===== src/rtl/sparc_ifu_imenc_if.sv =====
// Request / instruction-word channel bundle for sparc_ifu_imenc.
//  master : request producer and instruction-word consumer (injector side)
//  slave  : the encoder itself
interface sparc_ifu_imenc_if;

    // Field-level encode request
    logic        req_vld;
    logic        req_rdy;
    logic [2:0]  req_fmt;
    logic [5:0]  req_op3;
    logic [4:0]  req_rd;
    logic [4:0]  req_rs1;
    logic [3:0]  req_cond;
    logic        req_abit;
    logic [31:0] req_imm;

    // Encoded instruction word towards the S-stage injection path
    logic        inst_vld;
    logic        inst_rdy;
    logic [31:0] inst_word;

    modport master (
        output req_vld, req_fmt, req_op3, req_rd, req_rs1, req_cond, req_abit, req_imm,
        input  req_rdy,
        input  inst_vld, inst_word,
        output inst_rdy
    );

    modport slave (
        input  req_vld, req_fmt, req_op3, req_rd, req_rs1, req_cond, req_abit, req_imm,
        output req_rdy,
        output inst_vld, inst_word,
        input  inst_rdy
    );

endinterface


===== src/rtl/sparc_ifu_imenc.sv =====
// sparc_ifu_imenc: packs field-level requests into 32b SPARC V9 instruction
// words and queues them in a small FIFO for the IFU test/patch injector.
// Optional feature macro: SPARC_IFU_IMENC_RANGECHK_EN
//   defined   -> requests whose immediate is not exactly representable are
//                dropped, flagged on enc_err and counted in err_cnt
//   undefined -> fields are silently truncated, enc_err/err_cnt tied to 0
module sparc_ifu_imenc #(
    parameter int unsigned DEPTH = 4,
    parameter int unsigned CNTW  = 8
) (
    input  logic            rclk,
    input  logic            arst_l,
    input  logic            flush,
    sparc_ifu_imenc_if.slave bus,
    output logic            enc_err,
    output logic [CNTW-1:0] err_cnt
);

    localparam int unsigned AW = (DEPTH > 1) ? $clog2(DEPTH) : 1;
    localparam int unsigned CW = AW + 1;

    logic [31:0]   mem [DEPTH];
    logic [AW-1:0] wr_ptr;
    logic [AW-1:0] rd_ptr;
    logic [CW-1:0] count;
    logic          rdy_en;

    logic [31:0]   enc_word;
    logic          enc_bad;
    logic          accept;
    logic          push;
    logic          pop;

    // Handshake qualifiers; no bypass, so a full FIFO is never ready
    assign bus.req_rdy   = rdy_en & (count < CW'(DEPTH)) & ~flush;
    assign accept        = bus.req_vld & bus.req_rdy;
    assign push          = accept & ~enc_bad;
    assign bus.inst_vld  = (count != '0);
    assign pop           = bus.inst_vld & bus.inst_rdy;
    // Head word is masked to zero when empty so nothing stale ever shows
    assign bus.inst_word = bus.inst_vld ? mem[rd_ptr] : '0;

    // Field packing for all eight supported formats
    always_comb begin
        enc_word = '0;
        case (bus.req_fmt)
            3'd0: enc_word = {2'b10, bus.req_rd, bus.req_op3, bus.req_rs1, 1'b1,
                              bus.req_imm[12:0]};
            3'd1: enc_word = {2'b00, bus.req_rd, 3'b100, bus.req_imm[31:10]};
            3'd2: enc_word = {2'b00, bus.req_abit, bus.req_cond, 3'b010,
                              bus.req_imm[23:2]};
            3'd3: enc_word = {2'b00, bus.req_abit, bus.req_cond, 3'b001,
                              bus.req_rs1[1:0], bus.req_rs1[2], bus.req_imm[20:2]};
            3'd4: enc_word = {2'b00, bus.req_abit, 1'b0, bus.req_cond[2:0], 3'b011,
                              bus.req_imm[17:16], bus.req_cond[3], bus.req_rs1,
                              bus.req_imm[15:2]};
            3'd5: enc_word = {2'b01, bus.req_imm[31:2]};
            3'd6: enc_word = {2'b10, bus.req_rd, bus.req_op3, bus.req_rs1[2],
                              bus.req_cond, 1'b1, bus.req_rs1[1:0], bus.req_imm[10:0]};
            3'd7: enc_word = {2'b10, bus.req_rd, bus.req_op3, bus.req_rs1, 1'b1,
                              bus.req_cond[2:0], bus.req_imm[9:0]};
        endcase
    end

`ifdef SPARC_IFU_IMENC_RANGECHK_EN
    // True when v[31:lo] are all equal, i.e. v fits a (lo+1)-bit signed field
    function automatic logic uniform(input logic [31:0] v, input int unsigned lo);
        logic [31:0] sh;
        sh = 32'($signed(v) >>> lo);
        return (&sh) | ~(|sh);
    endfunction

    // Representability check of the immediate for the selected format
    always_comb begin
        enc_bad = 1'b0;
        case (bus.req_fmt)
            3'd0: enc_bad = ~uniform(bus.req_imm, 12);
            3'd1: enc_bad = |bus.req_imm[9:0];
            3'd2: enc_bad = (|bus.req_imm[1:0]) | ~uniform(bus.req_imm, 23);
            3'd3: enc_bad = (|bus.req_imm[1:0]) | ~uniform(bus.req_imm, 20);
            3'd4: enc_bad = (|bus.req_imm[1:0]) | ~uniform(bus.req_imm, 17);
            3'd5: enc_bad = |bus.req_imm[1:0];
            3'd6: enc_bad = ~uniform(bus.req_imm, 10);
            3'd7: enc_bad = ~uniform(bus.req_imm, 9);
        endcase
    end

    // Reject pulse and saturating reject counter; flush leaves the count alone
    always_ff @(posedge rclk or negedge arst_l) begin
        if (!arst_l) begin
            enc_err <= 1'b0;
            err_cnt <= '0;
        end else begin
            enc_err <= accept & enc_bad;
            if (accept & enc_bad & ~(&err_cnt)) begin
                err_cnt <= err_cnt + CNTW'(1);
            end
        end
    end
`else
    assign enc_bad = 1'b0;
    assign enc_err = 1'b0;
    assign err_cnt = '0;
`endif

    // FIFO pointers and occupancy; flush wins over concurrent push/pop
    always_ff @(posedge rclk or negedge arst_l) begin
        if (!arst_l) begin
            wr_ptr <= '0;
            rd_ptr <= '0;
            count  <= '0;
            rdy_en <= 1'b0;
        end else begin
            rdy_en <= 1'b1;
            if (flush) begin
                wr_ptr <= '0;
                rd_ptr <= '0;
                count  <= '0;
            end else begin
                if (push) begin
                    wr_ptr <= wr_ptr + AW'(1);
                end
                if (pop) begin
                    rd_ptr <= rd_ptr + AW'(1);
                end
                case ({push, pop})
                    2'b10:   count <= count + CW'(1);
                    2'b01:   count <= count - CW'(1);
                    default: count <= count;
                endcase
            end
        end
    end

    // Storage array; contents need no reset since reads are gated by count
    always_ff @(posedge rclk) begin
        if (push) begin
            mem[wr_ptr] <= enc_word;
        end
    end

endmodule


===== src/flat_wrapper.sv =====
// flat-port wrapper written by rule: the top's interface ports become plain ports
module sparc_ifu_imenc_flat 
#(
    parameter int unsigned DEPTH = 4,
    parameter int unsigned CNTW  = 8
)
  (rclk, arst_l, flush, enc_err, err_cnt, bus_req_vld, bus_req_fmt, bus_req_op3, bus_req_rd, bus_req_rs1, bus_req_cond, bus_req_abit, bus_req_imm, bus_req_rdy, bus_inst_vld, bus_inst_word, bus_inst_rdy);
  sparc_ifu_imenc_if bus_i ();
  input  logic rclk;
  input  logic arst_l;
  input  logic flush;
  output logic enc_err;
  output logic [CNTW-1:0] err_cnt;
  input wire logic [$bits(bus_i.req_vld)-1:0] bus_req_vld;
  input wire logic [$bits(bus_i.req_fmt)-1:0] bus_req_fmt;
  input wire logic [$bits(bus_i.req_op3)-1:0] bus_req_op3;
  input wire logic [$bits(bus_i.req_rd)-1:0] bus_req_rd;
  input wire logic [$bits(bus_i.req_rs1)-1:0] bus_req_rs1;
  input wire logic [$bits(bus_i.req_cond)-1:0] bus_req_cond;
  input wire logic [$bits(bus_i.req_abit)-1:0] bus_req_abit;
  input wire logic [$bits(bus_i.req_imm)-1:0] bus_req_imm;
  output wire logic [$bits(bus_i.req_rdy)-1:0] bus_req_rdy;
  output wire logic [$bits(bus_i.inst_vld)-1:0] bus_inst_vld;
  output wire logic [$bits(bus_i.inst_word)-1:0] bus_inst_word;
  input wire logic [$bits(bus_i.inst_rdy)-1:0] bus_inst_rdy;
  assign bus_i.req_vld = bus_req_vld;
  assign bus_i.req_fmt = bus_req_fmt;
  assign bus_i.req_op3 = bus_req_op3;
  assign bus_i.req_rd = bus_req_rd;
  assign bus_i.req_rs1 = bus_req_rs1;
  assign bus_i.req_cond = bus_req_cond;
  assign bus_i.req_abit = bus_req_abit;
  assign bus_i.req_imm = bus_req_imm;
  assign bus_req_rdy = bus_i.req_rdy;
  assign bus_inst_vld = bus_i.inst_vld;
  assign bus_inst_word = bus_i.inst_word;
  assign bus_i.inst_rdy = bus_inst_rdy;
  sparc_ifu_imenc #(.DEPTH(DEPTH), .CNTW(CNTW)) u_core (.rclk(rclk), .arst_l(arst_l), .flush(flush), .bus(bus_i), .enc_err(enc_err), .err_cnt(err_cnt));
endmodule

===== config.mk =====
export PLATFORM = sky130hd
export DESIGN_NAME = sparc_ifu_imenc_flat
export DESIGN_NICKNAME = d
export VERILOG_FILES = /design/src/rtl/sparc_ifu_imenc_if.sv /design/src/rtl/sparc_ifu_imenc.sv /design/src/flat_wrapper.sv
export SDC_FILE = /design/constraint.sdc
export NUM_CORES = 1
export LEC_CHECK = 0
export BUFFER_PORTS_ARGS = -buffer_cell sky130_fd_sc_hd__buf_2
export CORE_AREA = 2 2 183 113
export DETAILED_ROUTE_END_ITERATION = 8
export DIE_AREA = 0 0 185 115
export PLACE_DENSITY = 0.55
export SKIP_CTS_REPAIR_TIMING = 1
export SYNTH_ARGS = -nofsm -noshare
export SYNTH_HDL_FRONTEND = slang
export SYNTH_SLANG_ARGS = --single-unit
export TNS_END_PERCENT = 1

===== constraint.sdc =====
create_clock -name rclk -period 5.25 [get_ports rclk]
set_input_delay 0.7875 -clock rclk [delete_from_list [all_inputs] [get_ports rclk]]
set_output_delay 0.7875 -clock rclk [all_outputs]
set_load 0.02 [all_outputs]

==> impl_metrics.yaml, run 1 <==
sta:
  fin_crit_ps: 3421
  finalSetupViolCount: 0
  tns_ps: 0
  rsz0062_at_grt: "no"
  hold_violations: 0
  post-route-period-util_pct: 65.15
  fin_skew_ps: 11.51
  worst_slew_pin_slew_ps: 1077
  report.final.slew_viol_count: 0
  maxSlewHeadroom_pct: 28.23
  max_freq_mhz: 292.3
placed_design:
  place_hpwl_um: 10810
  routabilityCongestion: 0.7759
  io_buffer_count: 94
setup_path:
  crit_fanout: 21
  r2r_end: "u_core.count[2]"
  path_buf_inv: 2
  cp.depth: 4
  cp.arrival_ps: 2630
  rr_worst_depth: 6
  r2r_start: "u_core.count[0]"
  ff2ff_setup_slack_ps: 3290
  worst-setup-path-type: "reg2out"
  startpoint_type: "register"
  critPathTopFamily: "flip-flops"
  slowest_delay_ps: 830
  timing.critical_path.cells: "buf_4 > mux4_2 > and2_1 > buf_2"
  critPathSlowestCell: "dfrtp_2"
  crit_required_ps: 4460
  worst_setup_path_end_kind: "output pin"
logic_synthesis:
  ys_seq_area_share_pct: 60.01
  synth_top_area_cell: "edfxtp_1"
  synthTopCellsByArea: "edfxtp_1, mux4_2, mux2i_1"
  synth-edff-count: 128
  yosys_warnings: 0
  yosysUniqueCellTypes: 41
  synth-seq-cells: 136
  netlist_instances: 455
  synth_area_per_cell_um2: 14.81
  synthesis.area_um2: 6739
  async_flop_share_pct: 5.882
  synthFlopType: "edfxtp_1"
  yosysTopAreaCellShare_pct: 57.04
clock_tree:
  cts.path.max_buffers: 2
  clkTransAtPathRegs_ps: 60
  clock_latency_ps: 410
  clock-sinks: 136
  cts_root_buffer: "clkbuf_16"
  numCtsBuffers: 17
  cts_tree: "done"
  htree_levels: 4
run_status:
  status: "complete, no violations"
global_routing:
  grt_pass1_wl_um: 24870
  grt.total_usage_pct: 16.03
  grt_antenna_before_repair: 0
  overflow: 0
  grt_max_degree: 60
  first_global_vias: 4179
cells_and_area:
  antenna_cells: 0
  syn_to_final_growth_pct: 17.79
  nNetsFinal: 605
  drive_gt1_share_pct: 34.06
route:
  wl_per_cell_um: 19.64
  avgViaCountPerCell: 5.028
  totalWireLength_um: 16200
  drt_pre_antenna_iters: 8
  drtIter0Drc: 254
  drtAntennaViolNets: 0
  vias: 4148
  drc_errors: 0
power:
  powerDensity_nw_per_um2: 456.0
  comb_power_share_pct: 30.3
  p_leak_nw: 2.868
  vdd_drop_max_mv: 0.2008
  seqPwrFrac_pct: 36.3
  switchingPower_mw: 1.183
  clkPwrFrac_pct: 33.4
  finalPower_mw: 3.620
  swShare_pct: 32.68
  p_int_mw: 2.437
die:
  fp.dieH_um: 115
  die_w_um: 185
  rows: 40
  ios: 104
  core_um2: 19620
  start_util_pct: 34.35
  die_area_um2: 21280
run:
  maxCapViolations: 0
hold_path:
  hp-class: "in2async"
## synthesized netlist by cell type, types with 9 or more instances
master,number
edfxtp_1,128
and2_1,37
mux4_2,35
o21ai_0,33
mux2i_1,27
nand2_1,21
nor2_1,18
o211ai_1,18
a21oi_1,15
mux2_2,15
buf_2,12
buf_4,11
buf_6,10
clkbuf_1,10
nand2b_1,9
## flip-flops by register name (all words and copies together), names as in the netlist
name           count
u_core.wr_ptr      2
u_core.count       3
u_core.rdy_en      1
u_core.rd_ptr      2
u_core.mem       128
## per-layer routing
| layer | track usage [%] | part of all wire, % | vias to the layer above |
|---|---|---|---|
| li1 | - | - | 1894 |
| met1 | 23.62 | 49 | 2096 |
| met2 | 23.30 | 43 | 140 |
| met3 | 3.738 | 6.4 | 18 |
| met4 | 5.503 | 1.5 | 0 |
| met5 | 0 | 0 | - |
## cells in the final DEF, fill, tap and decap left out, types with 3 or more instances in the layout
master / n
edfxtp_1: 128
nand2_1: 21
o21ai_1: 8
buf_2: 94
and2_1: 37
clkinv_4: 3
clkinv_1: 3
inv_1: 5
nand2b_1: 9
mux2_2: 15
conb_1: 10
mux2i_1: 27
mux4_2: 35
ha_1: 4
a21oi_1: 15
o211ai_1: 18
nor2_1: 18
o21ai_0: 33
inv_6: 3
buf_4: 7
clkbuf_16: 17
dfrtp_1: 7
bufinv_16: 3
## cell families after synthesis
logic type,synth area share [%]
flip-flops,60.01
AND/OR/NAND/NOR,8.058
AO/OA/AOI/OAI,7.371
multiplexers,18.21
buffers and inverters,4.679
adder cells (fa/ha/maj),1.040
XOR/XNOR,0.5200
other,0.1114
## worst reg2reg max path, cell delays in order (launching register included)
cell	delay [ps]
dfrtp_1	460
o31ai_4	400
nor2_1	100
fa_1	400
and3_2	200
nor3_1	220
nor3b_2	70
## worst max-delay path by stage
stage,from,end,slack [ps]
6_report,u_core.rd_ptr[0],bus_inst_word[19],1830
5_1_grt,u_core.rd_ptr[0],bus_inst_word[19],1640
4_1_cts,u_core.rd_ptr[0],bus_inst_word[19],1730
3_5_place_dp,bus_req_fmt[0],u_core.mem[0][14],2140
3_3_place_gp,u_core.rd_ptr[0],bus_inst_word[19],2210
2_1_floorplan,flush,u_core.mem[0][0],2690
## area by class of cell
cell class,count,area (µm²)
fill,1893,11680
sequential,136,4045
multi-input combinational,278,2410
timing repair buffer,101,523.0
clock buffer,17,425.4
tap,273,341.6
clock inverter,15,173.9
inverter,5,18.77
## power groups by stage
| stage | Clock (mW) | Sequential, mW | Combinational, mW |
|---|---|---|---|
| detailed placement | 0 | 1.34 | 1.12 |
| floorplan | 0 | 1.29 | 0.831 |
| finish | 1.21 | 1.31 | 1.10 |
| global placement | 0 | 1.34 | 1.11 |
| global route | 1.29 | 1.32 | 1.20 |
| CTS | 1.23 | 1.32 | 1.13 |
## stage by stage
| stage | cells | setup slack (ps) | cell area (µm²) | util (%) | hold slack [ps] |
|---|---|---|---|---|---|
| global placement | 793 | 2206 | 7338 | 37.40 | 588.2 |
| CTS | 825 | 1733 | 7938 | 40.46 | 207.0 |
| detailed placement | 793 | 2138 | 7338 | 37.40 | 600.1 |
| global route | 825 | 1638 | 7938 | 40.46 | 218.5 |
| finish | 825 | 1829 | 7938 | 40.46 | 213.5 |
| floorplan | 463 | 2685 | 6769 | - | 491.9 |
(Power assumes the default switching activity.)
==> run 2, diff against run 1 <==
- PLACE_DENSITY: 0.55 -> 0.57
- clock period: 5.25 -> 3 ns (I/O delays scaled with it)
==> impl_metrics.yaml, run 2 (synthesized netlist as in run 1, its figures left out) <==
run_status:
  status: "complete, no violations"
cells_and_area:
  reg_top3: "u_core.mem: 128 flops, u_core.count: 3 flops"
  final_common_cell: "edfxtp_1"
  final_area_um2: 8036
  layout_common_cells: "edfxtp_1, buf_2, and2_1, mux4_2, o21ai_0"
  regMostFlops: "u_core.mem"
  largest_reg_flops: 128
  antenna_cells: 0
  nNetsFinal: 618
  syn_to_final_growth_pct: 19.25
  drive_gt1_share_pct: 35.93
die:
  die_w_um: 185
  ios: 104
  start_util_pct: 34.35
  core_um2: 19620
  die_area_um2: 21280
  rows: 40
  fp.dieH_um: 115
power:
  p_leak_nw: 2.941
  powerDensity_nw_per_um2: 790.5
  finalPower_mw: 6.353
  vdd_drop_max_mv: 0.3303
clock_tree:
  htree_levels: 4
  cts.path.max_buffers: 2
  clock_latency_ps: 420
  clkTransAtPathRegs_ps: 70
  numCtsBuffers: 17
  cts_root_buffer: "clkbuf_16"
  cts_tree: "done"
  clock-sinks: 136
setup_path:
  critPathTopFamily: "multiplexers"
  worst-setup-path-type: "reg2out"
  startpoint_type: "register"
  crit_required_ps: 2550
  worst_setup_path_end_kind: "output pin"
  slowest_delay_ps: 590
  ff2ff_setup_slack_ps: 1020
  crit_fanout: 34
  cp.arrival_ps: 2020
  critPathSlowestCell: "mux4_2"
  timing.critical_path.cells: "buf_12 > mux4_2 > and2_1 > buf_2"
  path_buf_inv: 2
global_routing:
  top_usage_layer: "met1"
  met1_usage_pct: 24.47
  grt_use_met2_pct: 23.67
  grt_max_degree: 37
  grt.total_usage_pct: 16.30
  first_global_vias: 4159
  grt_pass1_wl_um: 25150
  overflow: 0
  grtUsageMet3_pct: 4.150
  grt_antenna_before_repair: 2
route:
  vias: 4208
  totalWireLength_um: 16560
  avgViaCountPerCell: 5.021
  wl_per_cell_um: 19.77
  drc_errors: 0
  drt_pre_antenna_iters: 4
  drtAntennaViolNets: 0
  drtIter0Drc: 247
placed_design:
  place_ws_ps: 709.2
  placed_cell_area_um2: 7441
  routabilityCongestion: 0.7405
  io_buffer_count: 94
  place_hpwl_um: 11200
sta:
  finalSetupViolCount: 0
  rsz0062_at_grt: "no"
  hold_violations: 0
  maxSlewHeadroom_pct: 48.36
  post-route-period-util_pct: 82.38
  max_freq_mhz: 404.6
  fin_crit_ps: 2471
  worst_slew_pin_slew_ps: 766.6
  report.final.slew_viol_count: 0
  fin_skew_ps: 15.00
  setup_ws_ps: 528.6
  worst_hold_slack_ps: 310.5
  tns_ps: 0
run:
  maxCapViolations: 0
hold_path:
  hp-class: "in2reg"
run 2: worst paths after layout:
check / from / end / depth (start not counted)
setup / recovery: u_core.rd_ptr[0] / bus_inst_word[13] / 4
max in group asynchronous: arst_l / u_core.rd_ptr[0] / 2
hold / removal: flush / u_core.count[0] / 2
min in group asynchronous: arst_l / u_core.wr_ptr[0] / 2
setup reg to reg: u_core.count[2] / u_core.count[2] / 6
hold reg to reg: u_core.wr_ptr[0] / u_core.wr_ptr[0] / 2
run 2: per-layer routing:
layer,vias to the layer above,part of all wire [%]
li1,1929,-
met4,2,0.80
met1,2141,49
met5,-,0.078
met2,120,44
met3,16,6.5
run 2: final cells by class:
cell class | instances | area [µm²]
timing repair buffer | 114 | 635.6
inverter | 5 | 18.77
multi-input combinational | 278 | 2410
clock buffer | 19 | 464.2
clock inverter | 13 | 121.4
fill | 1874 | 11580
tap | 273 | 341.6
sequential | 136 | 4045
run 2: where the power goes:
group	internal (mW)	switching (mW)
clock	1.17	0.892
combinational	0.818	1.24
sequential	2.18	0.0551
total	4.17	2.18
run 2: through the flow:
stage | cells | util [%]
after global placement | 805 | 37.93
after CTS | 837 | 40.91
final | 838 | 40.96
after detailed placement | 805 | 37.93
after global routing | 838 | 40.96
after floorplan | 463 | -
==> run 3, diff against run 2 <==
- clock period: 3 -> 2.04 ns (I/O delays scaled with it)
==> impl_metrics.yaml, run 3 (synthesized netlist as in run 1, its figures left out) <==
clock_tree:
  clock-sinks: 136
  cts.path.max_buffers: 2
  cts_tree: "done"
  numCtsBuffers: 17
  htree_levels: 4
  clock_latency_ps: 420
  clkTransAtPathRegs_ps: 70
  cts_root_buffer: "clkbuf_16"
cells_and_area:
  drive_gt1_share_pct: 41.65
  final_util_pct: 43.79
  nNetsFinal: 634
  layout_common_cells: "edfxtp_1, buf_2, mux4_2, o21ai_0, mux2i_1"
  regMostFlops: "u_core.mem"
  final_common_cell: "edfxtp_1"
  syn_to_final_growth_pct: 27.48
  largest_reg_flops: 128
  reg_top3: "u_core.mem: 128 flops, u_core.count: 3 flops"
sta:
  setup_ws_ps: -206.0
  finalSetupViolCount: 32
  report.final.slew_viol_count: 0
  max_freq_mhz: 445.2
  fin_skew_ps: 10.39
  worst_slew_pin_slew_ps: 627.3
  tns_ps: -5754
  worst_hold_slack_ps: 162.4
  maxSlewHeadroom_pct: 57.74
  rsz0062_at_grt: "yes"
  post-route-period-util_pct: 110.1
  hold_violations: 0
  fin_crit_ps: 2246
setup_path:
  startpoint: "u_core.rd_ptr[0]"
  path_buf_inv: 3
  critPathTopFamily: "multiplexers"
  crit_required_ps: 1730
  crit_fanout: 7
  startpoint_type: "register"
  worst_setup_path_end_kind: "output pin"
  critPathSlowestCell: "mux4_2"
  slowest_delay_ps: 520
  r2r_start: "u_core.count[2]"
  worst-setup-path-type: "reg2out"
  timing.critical_path.cells: "buf_12 > clkbuf_16 > mux4_2 > and2_4 > buf_6"
  ff2ff_setup_slack_ps: 100
  cp.arrival_ps: 1940
global_routing:
  top_usage_layer: "met2"
  first_global_vias: 4300
  grt_max_degree: 34
  overflow: 0
  grtUsageMet3_pct: 4.213
  grt_use_met2_pct: 25.22
  grt_pass1_wl_um: 25130
  met1_usage_pct: 23.40
  grt_antenna_before_repair: 1
  grt.total_usage_pct: 16.38
power:
  finalPower_mw: 10.85
  p_int_mw: 7.521
  p_leak_nw: 3.149
  powerDensity_nw_per_um2: 1263
  swShare_pct: 30.67
  switchingPower_mw: 3.327
  comb_power_share_pct: 37.5
  clkPwrFrac_pct: 32.0
  vdd_drop_max_mv: 0.5916
  seqPwrFrac_pct: 30.4
die:
  start_util_pct: 34.35
  fp.dieH_um: 115
  ios: 104
  rows: 40
  die_w_um: 185
  core_um2: 19620
  die_area_um2: 21280
run_status:
  status: "complete, but fails checks"
  violations: "setup timing"
hold_path:
  min_from: "flush"
  hp-class: "in2reg"
route:
  vias: 4286
  drc_errors: 0
  totalWireLength_um: 16970
  drt_pre_antenna_iters: 4
  drtIter0Drc: 326
  drtAntennaViolNets: 0
  avgViaCountPerCell: 5.013
  wl_per_cell_um: 19.85
run:
  maxCapViolations: 0
placed_design:
  place_ws_ps: 71.60
  place_hpwl_um: 11430
  routabilityCongestion: 0.8110
  io_buffer_count: 94
run 3: final timing paths:
path	to	cells after the start
setup / recovery	bus_inst_word[1]	5
hold / removal	u_core.count[0]	2
setup reg to reg	u_core.count[2]	6
hold reg to reg	u_core.wr_ptr[0]	2
max in group asynchronous	u_core.rd_ptr[0]	2
min in group asynchronous	u_core.rd_ptr[1]	2
run 3: cell type report:
class | count | area [µm²]
Antenna cell | 1 | 2.502
Clock buffer | 18 | 439.2
Clock inverter | 14 | 232.7
Fill cell | 1789 | 11030
Inverter | 5 | 18.77
Multi-Input combinational cell | 278 | 2466
Sequential cell | 136 | 4046
Tap cell | 273 | 341.6
Timing Repair Buffer | 130 | 1044
run 3: per-stage QoR:
stage	area [µm²]	instances
5_1_grt	8588	854
2_1_floorplan	6770	463
3_5_place_dp	7607	817
3_3_place_gp	7607	817
4_1_cts	8279	849
6_report	8591	855
run 3: power by group through the flow:
stage	clock, mW	sequential, mW	combinational, mW
floorplan	0	3.33	2.14
global placement	0	3.36	3.13
detailed placement	0	3.36	3.18
CTS	3.52	3.31	3.19
global route	3.65	3.31	4.38
finish	3.47	3.30	4.07
run 3: layer usage:
layer,vias to the layer above,routed length [µm]
met3,14,1132
met1,2167,8102
li1,1953,-
met5,-,0
met4,0,125
met2,152,7610
